===== src/rtl/fwd_operand_stage_pkg.sv =====
// Shared definitions for the ID/EX operand forwarding stage.
// Default geometry, select encoding and the zero-register number.
package fwd_operand_stage_pkg;

   localparam int DEF_WIDTH = 32;
   localparam int DEF_REGW  = 5;
   localparam int DEF_NFWD  = 2;
   localparam int DEF_SELW  = 2;

   localparam int REG_ZERO  = 0;
   localparam int SEL_RF    = 0;

   // Source k is reported as select value k+1; 0 is reserved for the RF.
   function automatic int sel_of(input int k);
      return k + 1;
   endfunction

endpackage


===== src/rtl/fwd_operand_stage_fwd_select.sv =====
// Per-channel forwarding picker: youngest matching in-flight result
// wins over older sources and over the register file.
module fwd_select
   import fwd_operand_stage_pkg::*;
#(
   parameter int WIDTH = DEF_WIDTH,
   parameter int REGW  = DEF_REGW,
   parameter int NFWD  = DEF_NFWD,
   parameter int SELW  = DEF_SELW
) (
   input  logic [REGW-1:0]       addr,
   input  logic [NFWD-1:0]       fwd_we,
   input  logic [NFWD-1:0]       fwd_is_load,
   input  logic [NFWD*REGW-1:0]  fwd_rd,
   input  logic [NFWD*WIDTH-1:0] fwd_data,
   input  logic [WIDTH-1:0]      rf_data,
   output logic [WIDTH-1:0]      data,
   output logic [SELW-1:0]       sel,
   output logic                  hit_load
);

   logic [NFWD-1:0] match;
   logic            addr_nz;

   assign addr_nz = (addr != REGW'(REG_ZERO));

   for (genvar k = 0; k < NFWD; k++) begin : g_match
      assign match[k] = fwd_we[k] && addr_nz &&
                        (fwd_rd[k*REGW +: REGW] == addr);
   end

   // Walk oldest to youngest so the lowest index overrides.
   always_comb begin
      data     = rf_data;
      sel      = SELW'(SEL_RF);
      hit_load = 1'b0;
      for (int k = NFWD - 1; k >= 0; k--) begin
         if (match[k]) begin
            data     = fwd_data[k*WIDTH +: WIDTH];
            sel      = SELW'(sel_of(k));
            hit_load = fwd_is_load[k];
         end
      end
   end

endmodule


===== src/rtl/fwd_operand_stage.sv =====
// ID/EX operand register with NFWD-source forwarding on both channels,
// stall/flush control and a combinational load-use hazard request.
module fwd_operand_stage
   import fwd_operand_stage_pkg::*;
#(
   parameter int WIDTH = DEF_WIDTH,
   parameter int REGW  = DEF_REGW,
   parameter int NFWD  = DEF_NFWD,
   parameter int SELW  = DEF_SELW
) (
   input  logic                  clk,
   input  logic                  rst_n,
   input  logic                  in_valid,
   input  logic                  stall,
   input  logic                  flush,
   input  logic [REGW-1:0]       rs_addr,
   input  logic [REGW-1:0]       rt_addr,
   input  logic [WIDTH-1:0]      rf_rs_data,
   input  logic [WIDTH-1:0]      rf_rt_data,
   input  logic [NFWD-1:0]       fwd_we,
   input  logic [NFWD-1:0]       fwd_is_load,
   input  logic [NFWD*REGW-1:0]  fwd_rd,
   input  logic [NFWD*WIDTH-1:0] fwd_data,
   output logic [WIDTH-1:0]      op_a,
   output logic [WIDTH-1:0]      op_b,
   output logic [SELW-1:0]       sel_a,
   output logic [SELW-1:0]       sel_b,
   output logic                  out_valid,
   output logic                  load_use
);

   logic [WIDTH-1:0] data_a, data_b;
   logic [SELW-1:0]  pick_a, pick_b;
   logic             ld_a, ld_b;

   logic [WIDTH-1:0] op_a_q, op_a_d;
   logic [WIDTH-1:0] op_b_q, op_b_d;
   logic [SELW-1:0]  sel_a_q, sel_a_d;
   logic [SELW-1:0]  sel_b_q, sel_b_d;
   logic             valid_q, valid_d;

   fwd_select #(
      .WIDTH (WIDTH),
      .REGW  (REGW),
      .NFWD  (NFWD),
      .SELW  (SELW)
   ) u_sel_a (
      .addr        (rs_addr),
      .fwd_we      (fwd_we),
      .fwd_is_load (fwd_is_load),
      .fwd_rd      (fwd_rd),
      .fwd_data    (fwd_data),
      .rf_data     (rf_rs_data),
      .data        (data_a),
      .sel         (pick_a),
      .hit_load    (ld_a)
   );

   fwd_select #(
      .WIDTH (WIDTH),
      .REGW  (REGW),
      .NFWD  (NFWD),
      .SELW  (SELW)
   ) u_sel_b (
      .addr        (rt_addr),
      .fwd_we      (fwd_we),
      .fwd_is_load (fwd_is_load),
      .fwd_rd      (fwd_rd),
      .fwd_data    (fwd_data),
      .rf_data     (rf_rt_data),
      .data        (data_b),
      .sel         (pick_b),
      .hit_load    (ld_b)
   );

   // Flush beats stall so a squashed instruction never lingers.
   always_comb begin
      op_a_d  = op_a_q;
      op_b_d  = op_b_q;
      sel_a_d = sel_a_q;
      sel_b_d = sel_b_q;
      valid_d = valid_q;
      if (flush) begin
         op_a_d  = '0;
         op_b_d  = '0;
         sel_a_d = '0;
         sel_b_d = '0;
         valid_d = 1'b0;
      end else if (!stall) begin
         op_a_d  = data_a;
         op_b_d  = data_b;
         sel_a_d = pick_a;
         sel_b_d = pick_b;
         valid_d = in_valid;
      end
   end

   always_ff @(posedge clk or negedge rst_n) begin
      if (!rst_n) begin
         op_a_q  <= '0;
         op_b_q  <= '0;
         sel_a_q <= '0;
         sel_b_q <= '0;
         valid_q <= 1'b0;
      end else begin
         op_a_q  <= op_a_d;
         op_b_q  <= op_b_d;
         sel_a_q <= sel_a_d;
         sel_b_q <= sel_b_d;
         valid_q <= valid_d;
      end
   end

   assign op_a      = op_a_q;
   assign op_b      = op_b_q;
   assign sel_a     = sel_a_q;
   assign sel_b     = sel_b_q;
   assign out_valid = valid_q;
   assign load_use  = in_valid && (ld_a || ld_b);

endmodule


===== config.mk =====
export PLATFORM = sky130hd
export DESIGN_NAME = fwd_operand_stage
export DESIGN_NICKNAME = d
export VERILOG_FILES = /design/src/rtl/fwd_operand_stage_pkg.sv /design/src/rtl/fwd_operand_stage_fwd_select.sv /design/src/rtl/fwd_operand_stage.sv
export SDC_FILE = /design/constraint.sdc
export NUM_CORES = 1
export LEC_CHECK = 0
export ABC_AREA = 1
export CELL_PAD_IN_SITES_DETAIL_PLACEMENT = 1
export CELL_PAD_IN_SITES_GLOBAL_PLACEMENT = 1
export CORE_MARGIN = 1.5
export CORE_UTILIZATION = 27
export CTS_BUF_LIST = sky130_fd_sc_hd__clkbuf_2
export DETAILED_ROUTE_END_ITERATION = 16
export PLACE_DENSITY = 0.86
export SLEW_MARGIN = 20
export SYNTH_ARGS = -nofsm -noshare
export SYNTH_HDL_FRONTEND = slang
export SYNTH_SLANG_ARGS = --single-unit

===== constraint.sdc =====
create_clock -name clk -period 1.55 [get_ports clk]
set_clock_uncertainty 0.2 [all_clocks]
set_input_delay 0.155 -clock clk [delete_from_list [all_inputs] [get_ports clk]]
set_output_delay 0.155 -clock clk [all_outputs]
set_load 0.02 [all_outputs]

* After elaboration in Yosys (flattened, before gate mapping)
Index checks and enable logic that the tools add are counted.
** Storage, ports and cells
- Bits in registers :: 69
- Memories kept :: 0
- Word-level logic and storage cells :: 44
- Bits in latches :: 0
- Input bits :: 157
- Memory bits (read-only) :: 0
- Output and inout port bits :: 70
- Bits in writable memories :: 0
** Operators by class
- Bitwise logic cells :: 0
- Add/sub/neg operators :: 0
- Shifts and indexed selects :: 0
- $lt $le $gt $ge :: 0
- Reduce and logical (&&, ||, !) cells :: 12
- Multipliers :: 0
- Eq/ne operators :: 5
- Divide/modulo/power cells :: 0
- Mux-type cells :: 22
** Operators by type and width (number)
- $mux 32 :: 8
- $eq 5x5->1 :: 4
- $mux 2 :: 8
- $reduce_bool 5->1 :: 2
- $logic_and 1x1->1 :: 9
- $mux 1 :: 6
- $ne 2x1->1 const B :: 1
- $logic_or 1x1->1 :: 1

* Longest topological paths before layout
Gate-level depths: netlist of run 1.
- Word-level depth :: 7
- Depth in mapped cells :: 12
- Gate-level depth less buffers :: 11

* Hierarchy
A second synthesis of run 1 with hierarchy kept.
** Second synthesis, totals
- Cell total of the unflattened synthesis :: 885
- Area, all modules :: 5358.9 sq um
** By module, submodules not included
- fwd_operand_stage :: cells each 301, instances 1, area each 2726.4 sq um
- fwd_select :: cells each 292, instances 2, area each 1316.3 sq um

* Worst setup path before layout of run 1
OpenSTA, ideal clock, no wires.
- Path type :: in2out
- Start point :: input port rt_addr[4]
- End point :: output port load_use
- Cell stages on the path :: 10
- Data arrival time :: 1.197 ns
- Slack :: -0.002 ns
- Required time :: 1.195 ns
- Path through :: nor2_1 > nand2_1 > nor2_1 > nor2_1 > nand2_1 > buf_2 > nand2_1 > nand2_1 > nand2_1 > a21oi_1
** On the way
- Word-level cells in the longest chain between the ends :: 7
** RTL lines
- start, declared :: line fwd_operand_stage.sv:17 : input logic [REGW-1:0] rt_addr,
- $reduce_bool 5->1 :: line fwd_operand_stage_fwd_select.sv:25 : assign addr_nz = (addr != REGW'(REG_ZERO));
- $logic_and 1x1->1 (2 in a row) :: line fwd_operand_stage_fwd_select.sv:28 : assign match[k] = fwd_we[k] && addr_nz &&
- $mux 1 :: line fwd_operand_stage_fwd_select.sv:38 : if (match[k]) begin
- $mux 1 (*) :: line fwd_operand_stage_fwd_select.sv:38
- $logic_or 1x1->1 (*) :: line fwd_operand_stage.sv:119 : assign load_use = in_valid && (ld_a || ld_b);
- $logic_and 1x1->1 (*) :: line fwd_operand_stage.sv:119
- end, declared :: line fwd_operand_stage.sv:29 : output logic load_use
Mark *: on every way between the ends. The rest lies on a longest branch, timed or not.

* Final worst setup path of run 1
- Start point :: input port fwd_rd[5]
- End point :: register sel_b_q[1] (netlist: sel_b[1])
** On the way
- Word-level cells in the longest chain between the ends :: 6
** RTL lines
- start, declared :: line fwd_operand_stage.sv:22 : input logic [NFWD*REGW-1:0] fwd_rd,
- $eq 5x5->1 :: line fwd_operand_stage_fwd_select.sv:29 : (fwd_rd[k*REGW +: REGW] == addr);
- $logic_and 1x1->1 :: line fwd_operand_stage_fwd_select.sv:28
- $mux 2 (2 in a row) :: line fwd_operand_stage_fwd_select.sv:38
- $mux 2 :: line fwd_operand_stage.sv:89 : end else if (!stall) begin
- $mux 2 :: line fwd_operand_stage.sv:83 : if (flush) begin
- end signal, assigned :: line fwd_operand_stage.sv:109 : sel_b_q <= sel_b_d;
- end, declared :: line fwd_operand_stage.sv:39 : logic [SELW-1:0] sel_b_q, sel_b_d;
No other way between the ends. The select of a mux whose other input is x is not followed.
A chain may end at the register's enable or synchronous reset.

==> results of run 1 <==
power by group through the flow:
stage	combinational, mW	clock, mW	sequential, mW
after floorplan	0.411	0	2.13
after global placement	1.40	0	2.00
after detailed placement	1.42	0	2.00
after CTS	1.55	1.13	1.99
after global routing	1.78	1.20	2.00
final	1.64	1.09	1.99
final cells by class:
| cell class | instances | area [sq um] |
|---|---|---|
| fillers | 2148 | 8440 |
| repair buffers | 347 | 3330 |
| multi-input cells | 553 | 2350 |
| flip-flops and latches | 69 | 1730 |
| inverters | 93 | 354 |
| well taps | 220 | 275 |
| clock buffers | 11 | 55.1 |
| clock inverters | 5 | 51.3 |
metrics by stage:
stage           util  instance area, sq um  hold slack [ns]
6_report       0.491                  8150           0.0575
5_1_grt        0.491                  8150           0.0197
4_1_cts        0.477                  7900        0.0000450
3_5_place_dp   0.432                  7160          0.00946
3_3_place_gp   0.432                  7160          0.00805
2_1_floorplan      -                  4590           -0.341
worst max-delay path, delay by kind of cell:
kind / cells / cell delay, ns
AOI/OAI and AO/OA: 1 / 0.10
and+or+nand+nor: 6 / 0.56
buffers and inverters: 9 / 1.08
routing by layer:
layer,up-vias,wire length (um),share of wire,track usage
li1,2923,-,-,-
met5,-,0,0,0
met1,2959,8650,0.41,0.260
met3,46,1130,0.053,0.0537
met2,191,10800,0.51,0.426
met4,0,573,0.027,0.107
state kept, by name, summed over array words and instances (netlist names):
| name | cells |
|---|---|
| out_valid | 1 |
| op_a | 32 |
| sel_a | 2 |
| op_b | 32 |
| sel_b | 2 |
synth_stat cells:
library cell | instances | area (sq um)
buf_2 | 7 | 35.0
o21ai_0 | 69 | 345
xnor2_1 | 1 | 8.76
nand2_1 | 392 | 1470
nor2_1 | 18 | 67.6
dfrtp_1 | 69 | 1730
buf_6 | 6 | 67.6
inv_2 | 10 | 37.5
a21oi_1 | 3 | 15.0
nand3_1 | 67 | 335
buf_1 | 1 | 3.75
clkbuf_1 | 17 | 63.8
nor2_4 | 2 | 22.5
inv_1 | 83 | 312
nand4_1 | 1 | 6.26
buf_4 | 9 | 67.6
timing repair:
action	4_1_cts	5_1_grt
endpoints found under the hold margin	116	0
resized for setup	458	68
pin swaps	20	25
hold buffers	52	0
setup buffers	29	19
setup endpoints to repair	134	78
placed cells by master, fill, tap and decap left out, types with 2 or more instances in the layout:
| cell | Yosys | routed |
|---|---|---|
| buf_2 | 7 | 21 |
| clkinv_2 | 0 | 2 |
| inv_2 | 10 | 15 |
| inv_1 | 83 | 76 |
| o21ai_1 | 0 | 7 |
| o21ai_0 | 69 | 61 |
| clkdlybuf4s50_1 | 0 | 133 |
| inv_4 | 0 | 2 |
| nor2_2 | 0 | 5 |
| a21oi_2 | 0 | 3 |
| nand2_2 | 0 | 11 |
| nand3_1 | 67 | 66 |
| clkbuf_2 | 0 | 15 |
| nand2_1 | 392 | 381 |
| nor2_4 | 2 | 5 |
| buf_12 | 0 | 8 |
| dfrtp_1 | 69 | 69 |
| buf_6 | 6 | 59 |
| buf_4 | 9 | 69 |
| nor2_1 | 18 | 10 |
| dlygate4sd3_1 | 0 | 52 |
kinds of logic (layout without fill, tap and decap cells):
family / after synthesis / after routing / share of synthesized area
compound gates: 72 / 72 / 0.0786
xor+xnor: 1 / 1 / 0.00191
buf+inv: 133 / 456 / 0.128
flops: 69 / 69 / 0.377
simple gates: 480 / 480 / 0.415
worst max path at each step:
stage / end / slack, ns / start
after detailed placement: load_use / -0.96 / rs_addr[4]
after floorplan: load_use / 0.09 / rt_addr[4]
after CTS: load_use / -0.08 / rt_addr[1]
final: sel_b[1] / -0.06 / fwd_rd[5]
after global routing: load_use / -0.11 / fwd_rd[5]
after global placement: load_use / -0.92 / fwd_rd[8]
==> qor.txt, run 1 <==
r2r endpoint: op_a[26]
Hold Vio Cnt, Final: 0
root buffer cell: clkbuf_2
Final Setup Violations: 2
vias in the first global route: 6,704
Synth Cell Area: 4590 sq um
CP max stage cell: nor2_4
H-tree lvl count: 3
power share of the sequential group: 0.422
R2R cell count: 4
DIE WIDTH: 133 um
combinational fraction of design power: 0.347
internal power: 3.16 mW
pre-CTS setup slack: -0.965 ns
initial antenna violation count: 1
worst path arrival time: 1.89 ns
drt total wl: 21.2 mm
crit path cell chain: buf_4, nand2_1, nand2_1, nor2_1, nand2_1, nor2_4, nand2_2, buf_4, buf_4, buf_4, buf_4, buf_4, buf_4, buf_4, buf_4, o21ai_2
Clock Power Share: 0.230
# Max-Cap Violations: 0
Die Area: 17,800 sq um
I/O pin total: 227
Netlist cell types: 16
DPL Wire Length: 13.9 mm
slack of the worst reg-to-reg path: 0.43 ns
post-route antenna net violation count: 0
Sw Pwr: 1.56 mW
period utilization: 1.04
layout cell share with drive strength beyond 1: 0.203
initial drt markers: 167
diode count: 0
CTS tree: yes
Residual DRC: 0
Die Ht: 133 um
pin count of the biggest net entering global routing: 70
TNS Setup: -0.0826 ns
Most common cell on crit path: buf_4
hold depth: 5
cell row count: 47
Pre-antenna DRT Iters: 4
P&R area growth vs syn: 77.7%
Crit Path Class: primary input to flop
Tot Pwr: 4.71 mW
maximum fanout along the worst path: 3
nets@finish: 1,230
Final WS setup: -0.0627 ns
worst-case vdd ir drop: 0.325 mV
slew margin rel.: 0.702
Max stage delay on crit path: 0.13 ns
Post-Syn Instances: 755
Yosys warnings: 0
Setup crit end kind: flop
gr usage total: 0.235
initial core utilization: 0.277
worst flop-to-flop path startpoint: op_a[26]
syn_area_per_cell: 6.07 sq um
RSZ-0062 raised after global routing: yes
Max clock buf depth: 2
Clock transition at path regs: 0.23 ns
worst min path class: primary input to flop
placed insts: 1,182
WL/cell: 16.3 um
Skew-Pair Late Insertion Delay: 0.53 ns
flops & latches, synth: 69
beginning of the worst hold path: rf_rt_data[28]
Vias: 6,119
failing checks: setup timing
P_leak: 4.59 nW
CTS buffer count: 9
vias per cell: 4.71
GRT overflow: 0
min Tclk post-route: 1.61 ns
worst slew pin tran: 0.446 ns
CP Data Required Time: 1.83 ns
Seq/Total Area, Yosys: 0.377
Net Sw Frac: 0.330
Post-Syn Nets: 912
clk sink count: 69
status: finished with violations
power density cells: 579 nW/um^2
core area: 16,600 sq um
# port buffers: 226
first-pass GRT wire length: 32.9 mm
Post-Layout Cell Count: 1,298
GP Congestion: 0.816
Final Max Slew Viols: 0
highest clock rate: 620 MHz
Worst Hold End: op_b[28]
startpoint types: primary input
(Power assumes the default switching activity.)
==> run 2, diff against run 1 <==
- CORE_MARGIN: 1.5 -> 2
- CTS_BUF_LIST: sky130_fd_sc_hd__clkbuf_2 -> sky130_fd_sc_hd__clkbuf_16
==> qor.txt, run 2 (synthesis gave the netlist of run 1 again) <==
Most common cell on crit path: nand2_2
TNS Setup: -0.00817 ns
# Max-Cap Violations: 0
diode count: 0
placed cell area: 7150 sq um
Final WS setup: -0.00817 ns
CP bufs+invs: 3
gr usage total: 0.220
CTS tree: yes
worst min path class: primary input to flop
CP Launch Point: rs_addr[3]
R2R cell count: 2
Crit Path Class: primary input to output port
Final Cell Area: 7550 sq um
Die Ht: 134 um
nets@finish: 1,142
Vias: 5,758
Die Area: 18,000 sq um
slew margin rel.: 0.722
P&R area growth vs syn: 64.6%
RSZ-0062 raised after global routing: yes
initial core utilization: 0.277
first-pass GRT wire length: 31.0 mm
family with the most delay on the worst path: simple AND/OR/NAND/NOR gates
crit path cell chain: buf_4, nor2_1, nand3_1, inv_1, nor2_2, nand2_2, nand2_2, nand2_2, nand2_2, a21oi_2, buf_6
root buffer cell: clkbuf_16
WL/cell: 16.4 um
multi-input combinational cell area: 2350 sq um
power density cells: 686 nW/um^2
DPL Wire Length: 13.8 mm
Skew-Pair Late Insertion Delay: 0.33 ns
failing checks: setup timing
worst-case vdd ir drop: 0.494 mV
worst slew pin tran: 0.416 ns
beginning of the worst hold path: fwd_we[1]
GRT overflow: 0
CP Data Required Time: 1.19 ns
cell row count: 47
Final Setup Violations: 1
GP Congestion: 0.843
I/O pin total: 227
Max stage delay on crit path: 0.14 ns
Clock transition at path regs: 0.05 ns
Fillers: 2,198
H-tree lvl count: 3
core area: 16,600 sq um
drt total wl: 19.9 mm
Residual DRC: 0
hold depth: 7
layout cell share with drive strength beyond 1: 0.111
vias per cell: 4.76
period utilization: 1.01
Max clock buf depth: 2
initial antenna violation count: 0
worst flop-to-flop path startpoint: op_b[10]
highest clock rate: 642 MHz
critical path depth in cells: 11
vias in the first global route: 6,069
initial drt markers: 115
worst path arrival time: 1.20 ns
startpoint types: primary input
Final Max Slew Viols: 0
CTS buffer count: 9
clk sink count: 69
Hold Vio Cnt, Final: 0
maximum fanout along the worst path: 4
status: finished with violations
commonest cells after routing, fill and taps aside: nand2_1 (378), clkdlybuf4s50_1 (133), inv_1 (79)
CP max stage cell: a21oi_2
Seq. cell area: 1730 sq um
Pre-antenna DRT Iters: 4
post-route antenna net violation count: 0
commonest non-fill, non-tap cell in the layout: nand2_1
Setup crit end kind: output port
pin count of the biggest net entering global routing: 70
# port buffers: 226
pre-CTS setup slack: -1.03 ns
P_leak: 4.41 nW
min Tclk post-route: 1.56 ns
DIE WIDTH: 134 um
[run 2: cell types whose count changed in the layout (fill, tap and decap cells not counted), moves of 3 or more]
cell           delta
buf_2            -18
inv_1             +3
nand2_2           +3
clkinv_1          +3
clkbuf_16        +10
dlygate4sd2_1    +69
nand2_1           -3
buf_4            -46
buf_6            -48
dlygate4sd3_1    -51
clkbuf_2         -10
[run 2: final timing paths]
path	to	slack [ns]
max reg2reg	op_b[10]	0.70
min reg2reg	op_b[21]	0.27
max in group asynchronous	op_a[28]	0.64
max	load_use	-0.008
min	sel_a[1]	0.12
min in group asynchronous	op_b[16]	0.17
[run 2: repair_timing]
action / CTS / global route
setup buffers: 9 / 4
cloned: 2 / 1
pin swaps: 17 / 32
gates resized for setup: 158 / 68
endpoints found under the hold margin: 69 / 0
hold buffers: 1 / 0
setup endpoints to repair: 136 / 65
[run 2: metal layers]
layer | routed length (um) | up-vias | track usage
met4 | 530 | 0 | 0.0795
met3 | 1330 | 36 | 0.0590
met2 | 9400 | 180 | 0.378
li1 | - | 2756 | -
met1 | 8620 | 2786 | 0.263
met5 | 0 | - | 0
[run 2: final cells by class]
type,count,area share
Timing Repair Buffer,259,0.342
Multi-Input combinational cell,553,0.312
Sequential cell,69,0.229
Inverter,93,0.0476
Tap cell,220,0.0365
Clock buffer,9,0.0298
Clock inverter,7,0.00348
[run 2: stage by stage]
step | cells | utilization | hold WS [ns] | total power, mW
finish | 1210 | 0.455 | 0.121 | 5.18
global route | 1210 | 0.455 | 0.180 | 5.44
CTS | 1207 | 0.450 | 0.185 | 5.22
detailed placement | 1180 | 0.431 | 0.0194 | 3.43
global placement | 1180 | 0.431 | 0.00993 | 3.40
floorplan | 755 | - | -0.341 | 2.55
[run 2: where the power goes]
part           switching (mW)  internal, mW
clock network           0.778          1.04
registers              0.0591          1.91
logic                   0.711         0.674
[run 2: worst min-delay path: cells and delay by family]
kind / cells / cell delay, ns
AND/OR/NAND/NOR: 5 / 0.31
buffers and inverters: 1 / 0.09
AO/OA/AOI/OAI: 1 / 0.06
